[config.mk]
export PLATFORM = sky130hd
export DESIGN_NAME = regfile_arbiter
export DESIGN_NICKNAME = d
export VERILOG_FILES = /design/src/rtl/rf_pkg.sv /design/src/rtl/rr_arb2.sv /design/src/rtl/regfile_arbiter.sv
export SDC_FILE = /design/constraint.sdc
export NUM_CORES = 1
export LEC_CHECK = 0
export CAP_MARGIN = 20
export CORE_MARGIN = 2
export CORE_UTILIZATION = 28
export DETAILED_ROUTE_END_ITERATION = 7
export PLACE_DENSITY = 0.9
export SYNTH_ARGS = -nofsm -noshare
export SYNTH_HDL_FRONTEND = slang
export SYNTH_HIERARCHICAL = 1
export SYNTH_SLANG_ARGS = --single-unit
[constraint.sdc]
create_clock -name clk -period 2.7 [get_ports clk]
set_input_delay 0.405 -clock clk [delete_from_list [all_inputs] [get_ports clk]]
set_output_delay 0.405 -clock clk [all_outputs]
set_load 0.005 [all_outputs]
[src/rtl/rf_pkg.sv]
// rtl/rf_pkg.sv - shared register-file constants, arbiter state encoding and helpers
package rf_pkg;

    localparam int RF_ADDR_W = 4;
    localparam int RF_DATA_W = 16;

    localparam logic RF_READ  = 1'b0;
    localparam logic RF_WRITE = 1'b1;

    typedef enum logic [1:0] {
        IDLE = 2'd0,
        OWN0 = 2'd1,
        OWN1 = 2'd2
    } arb_state_t;

    // Burst counter stops at the limit so a long uncontended burst never wraps.
    function automatic logic [7:0] burst_inc(input logic [7:0] cnt, input logic [7:0] limit);
        return (cnt >= limit) ? limit : cnt + 8'd1;
    endfunction

endpackage

[src/rtl/rr_arb2.sv]
// rtl/rr_arb2.sv - two-input round-robin picker, one-hot grant
module rr_arb2 (
    input  logic [1:0] req,
    input  logic       last,
    output logic [1:0] gnt
);

    // On a tie the port that did not win last time goes next.
    always_comb begin
        gnt = 2'b00;
        case (req)
            2'b01:   gnt = 2'b01;
            2'b10:   gnt = 2'b10;
            2'b11:   gnt = last ? 2'b01 : 2'b10;
            default: gnt = 2'b00;
        endcase
    end

endmodule

[src/rtl/regfile_arbiter.sv]
// rtl/regfile_arbiter.sv - two-port round-robin arbiter with locked bursts for the shared register file
module regfile_arbiter
    import rf_pkg::*;
#(
    parameter int ADDR_W    = RF_ADDR_W,
    parameter int DATA_W    = RF_DATA_W,
    parameter int MAX_BURST = 8
) (
    input  logic              clk,
    input  logic              reset,
    input  logic              req0,
    input  logic              req1,
    input  logic              we0,
    input  logic              we1,
    input  logic              lock0,
    input  logic              lock1,
    input  logic [ADDR_W-1:0] da0,
    input  logic [ADDR_W-1:0] da1,
    input  logic [DATA_W-1:0] wd0,
    input  logic [DATA_W-1:0] wd1,
    input  logic [ADDR_W-1:0] aa0,
    input  logic [ADDR_W-1:0] aa1,
    input  logic [ADDR_W-1:0] ba0,
    input  logic [ADDR_W-1:0] ba1,
    output logic              gnt0,
    output logic              gnt1,
    output logic              rvalid0,
    output logic              rvalid1,
    output logic [DATA_W-1:0] rdata_a,
    output logic [DATA_W-1:0] rdata_b,
    output logic [DATA_W-1:0] rdata_d,
    output logic              rf_rw,
    output logic [ADDR_W-1:0] rf_da,
    output logic [ADDR_W-1:0] rf_aa,
    output logic [ADDR_W-1:0] rf_ba,
    output logic [DATA_W-1:0] rf_d,
    input  logic [DATA_W-1:0] rf_aout,
    input  logic [DATA_W-1:0] rf_bout,
    input  logic [DATA_W-1:0] rf_dout
);

    localparam logic [7:0] BURST_LIMIT = 8'(MAX_BURST);

    arb_state_t  state;
    logic        last;
    logic [7:0]  burst_cnt;
    logic [1:0]  rr_gnt;
    logic [1:0]  gnt;

    rr_arb2 u_rr (
        .req  ({req1, req0}),
        .last (last),
        .gnt  (rr_gnt)
    );

    // An owner keeps the port until it lets go, or until it has used its
    // burst allowance while the other port is waiting.
    always_comb begin
        gnt = 2'b00;
        if (!reset) begin
            case (state)
                OWN0: begin
                    if (req0)
                        gnt = (burst_cnt == BURST_LIMIT && req1) ? 2'b10 : 2'b01;
                    else
                        gnt = rr_gnt;
                end
                OWN1: begin
                    if (req1)
                        gnt = (burst_cnt == BURST_LIMIT && req0) ? 2'b01 : 2'b10;
                    else
                        gnt = rr_gnt;
                end
                default: gnt = rr_gnt;
            endcase
        end
    end

    assign gnt0 = gnt[0];
    assign gnt1 = gnt[1];

    always_comb begin
        rf_rw = RF_READ;
        rf_da = '0;
        rf_aa = '0;
        rf_ba = '0;
        rf_d  = '0;
        if (gnt[0]) begin
            rf_rw = we0 ? RF_WRITE : RF_READ;
            rf_da = da0;
            rf_aa = aa0;
            rf_ba = ba0;
            rf_d  = wd0;
        end else if (gnt[1]) begin
            rf_rw = we1 ? RF_WRITE : RF_READ;
            rf_da = da1;
            rf_aa = aa1;
            rf_ba = ba1;
            rf_d  = wd1;
        end
    end

    assign rdata_a = rf_aout;
    assign rdata_b = rf_bout;
    assign rdata_d = rf_dout;

    always_ff @(posedge clk) begin
        if (reset) begin
            state     <= IDLE;
            last      <= 1'b1;
            burst_cnt <= 8'd0;
            rvalid0   <= 1'b0;
            rvalid1   <= 1'b0;
        end else begin
            rvalid0 <= gnt[0] & ~we0;
            rvalid1 <= gnt[1] & ~we1;
            if (gnt[0]) begin
                last      <= 1'b0;
                state     <= lock0 ? OWN0 : IDLE;
                burst_cnt <= (state == OWN0 && lock0) ? burst_inc(burst_cnt, BURST_LIMIT) : 8'd1;
            end else if (gnt[1]) begin
                last      <= 1'b1;
                state     <= lock1 ? OWN1 : IDLE;
                burst_cnt <= (state == OWN1 && lock1) ? burst_inc(burst_cnt, BURST_LIMIT) : 8'd1;
            end else begin
                state     <= IDLE;
                burst_cnt <= 8'd0;
            end
        end
    end

endmodule

Yosys cells after proc, flatten, opt, wreduce, memory -nomap -nowiden

Index checks and enable logic that the tools add are counted.

Equal/unequal tests: 6
Reductions and logical operators: 5
$add $sub $neg: 1
Bitwise logic cells: 4
Mux-type cells: 31
$lt $le $gt $ge: 1

Operators by type and width:

| kind                                                                                 | number |
|---|---|
| 8-bit 2-to-1 mux                                                                     | 5 |
| 16-bit 2-to-1 mux                                                                    | 2 |
| 4-bit 2-to-1 mux                                                                     | 6 |
| 2-bit 2-to-1 mux                                                                     | 9 |
| 8-bit by 1-bit adder with 8-bit output (second input constant)                       | 1 |
| 8-bit by 4-bit == test with 1-bit output (second input constant)                     | 1 |
| 8-bit by 4-bit greater-or-equal comparator with 1-bit output (second input constant) | 1 |
| 1-bit 2-to-1 mux                                                                     | 7 |
| 2-bit == test (second input constant)                                                | 3 |
| 2-bit one-hot mux with 3 select lines                                                | 1 |
| 2-bit by 1-bit == test with 1-bit output (second input constant)                     | 2 |
| 1-bit logical AND                                                                    | 4 |
| 2-bit one-hot mux with 2 select lines                                                | 1 |
| 1-bit bitwise AND                                                                    | 2 |
| 1-bit NOT                                                                            | 2 |
| 2-bit nonzero test                                                                   | 1 |

Output and inout bits: 81
Word-level logic and storage cells: 53
Bits in registers: 13

Depth between registers and ports, before layout

Depth in word-level cells: 8
Depth in mapped cells: 9
Depth with buffers taken out: 8

Hierarchy

The synthesis kept the hierarchy.

Modules (own cells, without submodules):

| module          | area an instance (µm²) | cells an instance | times used | seq. area each (µm²) |
|---|---|---|---|---|
| regfile_arbiter | 1646.6                 | 185               | 1          | 260.2 |
| rr_arb2         | 18.8                   | 3                 | 1          | 0.0 |

Worst setup path before layout

Ideal clock, no wire load.

Path kind: reg2out
Start point: register burst_cnt[0]
End point: output rf_aa[0]
Buffers on the path: 2
Data arrival time: 1.766 ns
Cell stages (with the launch flop): 10
Data required time: 2.295 ns
Slack: 0.529 ns
Path through: dfxtp_1 inv_1 ha_1 and4b_1 and3_4 o211a_1 buf_6 buf_6 nor3b_1 mux2_2

Word-level cells in the longest chain between the ends: 8
Elaborated cells between the ends (all ways): 11

RTL lines:

| element                                    | line                                         | text |
|---|---|---|
| start, declared                            | regfile_arbiter.sv:46                        | `logic [7:0] burst_cnt;` |
| start signal, assigned                     | regfile_arbiter.sv:120                       | `burst_cnt <= (state == OWN0 && lock0) ? burst_inc(burst_cnt, BURST_LIMIT) : 8'd1;` |
| start signal, assigned                     | regfile_arbiter.sv:124                       | `burst_cnt <= (state == OWN1 && lock1) ? burst_inc(burst_cnt, BURST_LIMIT) : 8'd1;` |
| 8-bit by 4-bit == test with 1-bit output * | regfile_arbiter.sv:64, regfile_arbiter.sv:70 |  |
| 1-bit logical AND (on tied branches)       | regfile_arbiter.sv:70, regfile_arbiter.sv:64 |  |
| 2-bit 2-to-1 mux (on tied branches)        | regfile_arbiter.sv:70, regfile_arbiter.sv:64 |  |
| 2-bit 2-to-1 mux (on tied branches)        | regfile_arbiter.sv:69, regfile_arbiter.sv:63 |  |
| 2-bit one-hot mux with 2 select lines *    | regfile_arbiter.sv:61                        | `case (state)` |
| 2-bit 2-to-1 mux *                         | regfile_arbiter.sv:60                        | `if (!reset) begin` |
| 4-bit 2-to-1 mux                           | regfile_arbiter.sv:94                        | `end else if (gnt[1]) begin` |
| 4-bit 2-to-1 mux *                         | regfile_arbiter.sv:88                        | `if (gnt[0]) begin` |
| end, declared                              | regfile_arbiter.sv:34                        | `output logic [ADDR_W-1:0] rf_aa,` |

Every way passes the cells marked *; elsewhere a longest branch is shown, timed or not.

Worst setup path in the final report

Start point: register burst_cnt[1]
End point: output rf_rw

Word-level cells in the longest chain between the ends: 8
Elaborated cells between the ends (all ways): 11

RTL lines:

| element                                    | line                                         | text |
|---|---|---|
| 8-bit by 4-bit == test with 1-bit output * | regfile_arbiter.sv:64, regfile_arbiter.sv:70 |  |
| 1-bit logical AND (on tied branches)       | regfile_arbiter.sv:70, regfile_arbiter.sv:64 |  |
| 2-bit 2-to-1 mux (on tied branches)        | regfile_arbiter.sv:70, regfile_arbiter.sv:64 |  |
| 2-bit 2-to-1 mux (on tied branches)        | regfile_arbiter.sv:69, regfile_arbiter.sv:63 |  |
| 2-bit one-hot mux with 2 select lines *    | regfile_arbiter.sv:61                        |  |
| 2-bit 2-to-1 mux *                         | regfile_arbiter.sv:60                        |  |
| 1-bit 2-to-1 mux                           | regfile_arbiter.sv:94                        |  |
| 1-bit 2-to-1 mux *                         | regfile_arbiter.sv:88                        |  |
| end, declared                              | regfile_arbiter.sv:32                        | `output logic rf_rw,` |

Marks and branches as above.

==> impl_metrics.env <==
export IMPL_outcome="finished, final reports clean"
export IMPL_wire_per_inst_um=17.51
export IMPL_antenna_found_initial=0
export IMPL_dr_pass1_iters=4
export IMPL_drt_vias_per_instance=4.871
export IMPL_finalSetupTns_ns=0
export IMPL_synth_cell_area_mm2=0.001665
export IMPL_start_util_pct=28.46
export IMPL_cts_sinks=13
export IMPL_final_cell_area_mm2=0.002684
export IMPL_grt_overflow=0
export IMPL_synthArstFlopShare_pct=0
export IMPL_crit_end="rf_rw"
export IMPL_peakVddDrop_v=0.0001534
export IMPL_leakage_nw=1.179
export IMPL_synth_edf_count=0
export IMPL_layout_drive_gt1_share_pct=43.63
export IMPL_finalWorstSetupSlack_ns=0.05578
export IMPL_yosys_cell_types_count=45
export IMPL_insertion_delay_ns=0.24
export IMPL_avgSynthCellArea_um2=8.858
export IMPL_cp_arrival_ns=2.24
export IMPL_final_nets=376
export IMPL_die_w_um=81.12
export IMPL_yosysWarnings=6
export IMPL_place_ws_ns=-0.4558
export IMPL_synthCells=188
export IMPL_final_setup_viol_count=0
export IMPL_final_cell_count_no_fill=334
export IMPL_final_cell_mix="clkdlybuf4s50_1, nor3b_1, clkbuf_2, mux2_4, buf_4"
export IMPL_core_mm2=0.005851
export IMPL_dp_hpwl_mm=3.806
export IMPL_dpl_cell_area_mm2=0.002450
export IMPL_fill_cells=566
export IMPL_final_max_slew_viol_count=0
export IMPL_whs_ns=0.5474
export IMPL_powerDensity_mw_per_mm2=344.9
export IMPL_grt_max_degree=36
export IMPL_criticalPathCategory="register to output pin"
export IMPL_cts_inserted_buffers=3
export IMPL_grt_pass1_vias=1696
export IMPL_area_growth_pct=61.16
export IMPL_dp_cells=320
export IMPL_r2r_cells=10
export IMPL_diodes=0
export IMPL_rrSetupSlack_ns=0.50
export IMPL_worstPathMaxFanout=14
export IMPL_grt_busiest_layer="met2"
export IMPL_synth_ff_type="dfxtp_1"
export IMPL_globalplace_congestion=0.8258
export IMPL_timing_rr_start="burst_cnt[1]"
export IMPL_portBuffers=96
export IMPL_met1_usage_pct=17.11
export IMPL_grt_util_all_layers_pct=15.73
export IMPL_yosysSeqAreaShare_pct=15.63
export IMPL_layout_cells_most_common="clkdlybuf4s50_1"
export IMPL_drtAntennaViolNets=0
export IMPL_drc=0
export IMPL_fmax_mhz=378.2
export IMPL_die_area_mm2=0.006580
export IMPL_cap_violations=0
export IMPL_min_path_type="register to register"
export IMPL_routed_wl_mm=5.847
export IMPL_crit_start="burst_cnt[1]"
export IMPL_cts_clk_slew_worst_paths_ns=0.05
export IMPL_fin_crit_sh_pct=97.93
export IMPL_die_y_um=81.12
export IMPL_r2r_end="burst_cnt[0]"
export IMPL_detailroute_via_count=1627
export IMPL_root_buffer="clkbuf_8"
export IMPL_use_met3_pct=2.889
export IMPL_first_iter_violations=39
export IMPL_placementRows=28
export IMPL_hold_buffers=0
export IMPL_cts_max_level=1
export IMPL_cts_tree="done"
export IMPL_startpoint_type="register"
export IMPL_fin_skew_ns=0.006527
export IMPL_grt_util_met2_pct=29.17
export IMPL_ys_seq_elements=13
export IMPL_grt_pass1_wl_mm=7.852
export IMPL_clock_path_buffers=2
export IMPL_critPathRequiredTime_ns=2.30
export IMPL_finalHoldViolCount=0
export IMPL_ios=193
export IMPL_fin_crit_ns=2.644
export IMPL_cp_end_kind="output pin"
cell families (layout without fill, tap and decap cells):
| group | count (synthesis) | in the layout | share of synthesized area, % |
|---|---|---|---|
| and+or+nand+nor | 52 | 52 | 22.54 |
| muxes | 29 | 29 | 19.61 |
| AOI/OAI and AO/OA | 21 | 21 | 10.07 |
| buffers and inverters | 67 | 135 | 28.40 |
| xor gates and xnor gates | 1 | 1 | 0.5260 |
| other | 1 | 4 | 0.2252 |
| DFF | 13 | 13 | 15.63 |
| adders and majority gates | 4 | 4 | 3.005 |
critical path, stage by stage, from the launching register on:
cell and delay, ns:
dfxtp_2 0.34, inv_2 0.05, ha_4 0.15, and4b_2 0.26, and3_4 0.21, o211a_4 0.28, clkbuf_16 0.18, nor3b_1 0.22
mux2_4 0.20, clkbuf_2 0.11
synth_stat cells (2+ instances only):
cell / number / area share [%]
dfxtp_1: 13 / 16
clkbuf_1: 2 / 0.45
buf_4: 48 / 22
mux2_2: 23 / 16
nor2_1: 3 / 0.68
nor2b_1: 3 / 1.1
mux2_1: 6 / 4.1
nor3b_1: 29 / 13
nor4_1: 2 / 0.75
nand2b_1: 2 / 0.75
and3_1: 2 / 0.75
o21ai_0: 2 / 0.60
inv_1: 9 / 2.0
ha_1: 4 / 3.0
o211ai_1: 2 / 0.90
buf_2: 3 / 0.90
buf_6: 5 / 3.4
a21boi_0: 2 / 0.90
a211oi_1: 2 / 0.90
stage by stage:
stage	total power [mW]	util [%]
detailed placement	0.6701	41.87
global placement	0.6596	41.87
finish	0.9256	45.87
global route	0.9759	45.87
floorplan	0.4718	-
CTS	0.8955	45.25
cell type report:
| type | instances | area (µm²) | area share [%] |
|---|---|---|---|
| clock buffer | 4 | 45.04 | 1.678 |
| inverter | 9 | 33.78 | 1.259 |
| multi-input combinational | 111 | 1115 | 41.54 |
| sequential | 13 | 262.8 | 9.790 |
| tap | 75 | 93.84 | 3.497 |
| timing repair buffer | 122 | 1134 | 42.24 |
power breakdown:
| part | internal, mW | switching [mW] |
|---|---|---|
| Clock | 0.104 | 0.0662 |
| Sequential | 0.206 | 0.00943 |
| Combinational | 0.333 | 0.206 |
how the worst min path moves through the flow:
| stage | from | endpoint | slack, ns | cells past startpoint |
|---|---|---|---|---|
| after CTS | burst_cnt[2] | burst_cnt[2] | 0.55 | 2 |
| after global placement | last | last | 0.51 | 1 |
| after detailed placement | burst_cnt[2] | burst_cnt[2] | 0.54 | 2 |
| after global routing | burst_cnt[2] | burst_cnt[2] | 0.57 | 2 |
| final | burst_cnt[2] | burst_cnt[2] | 0.55 | 2 |
| after floorplan | last | last | 0.47 | 1 |
flip-flops by register name (all words and copies together) (netlist names):
register,cells
last,1
burst_cnt,8
rvalid0,1
rvalid1,1
state,2
routing by layer:
layer	vias up	part of all wire [%]
met3	19	6.7
met1	777	38
met4	0	3.0
li1	751	-
met2	80	52
met5	-	0
what timing repair did:
action	in CTS	in global routing
buffers inserted	7	2
endpoints found under the hold margin	0	0
setup endpoints to repair	31	30
cloned	2	3
resized for setup	94	60
pin swaps	6	4
Power figures use the tool's default switching activity.
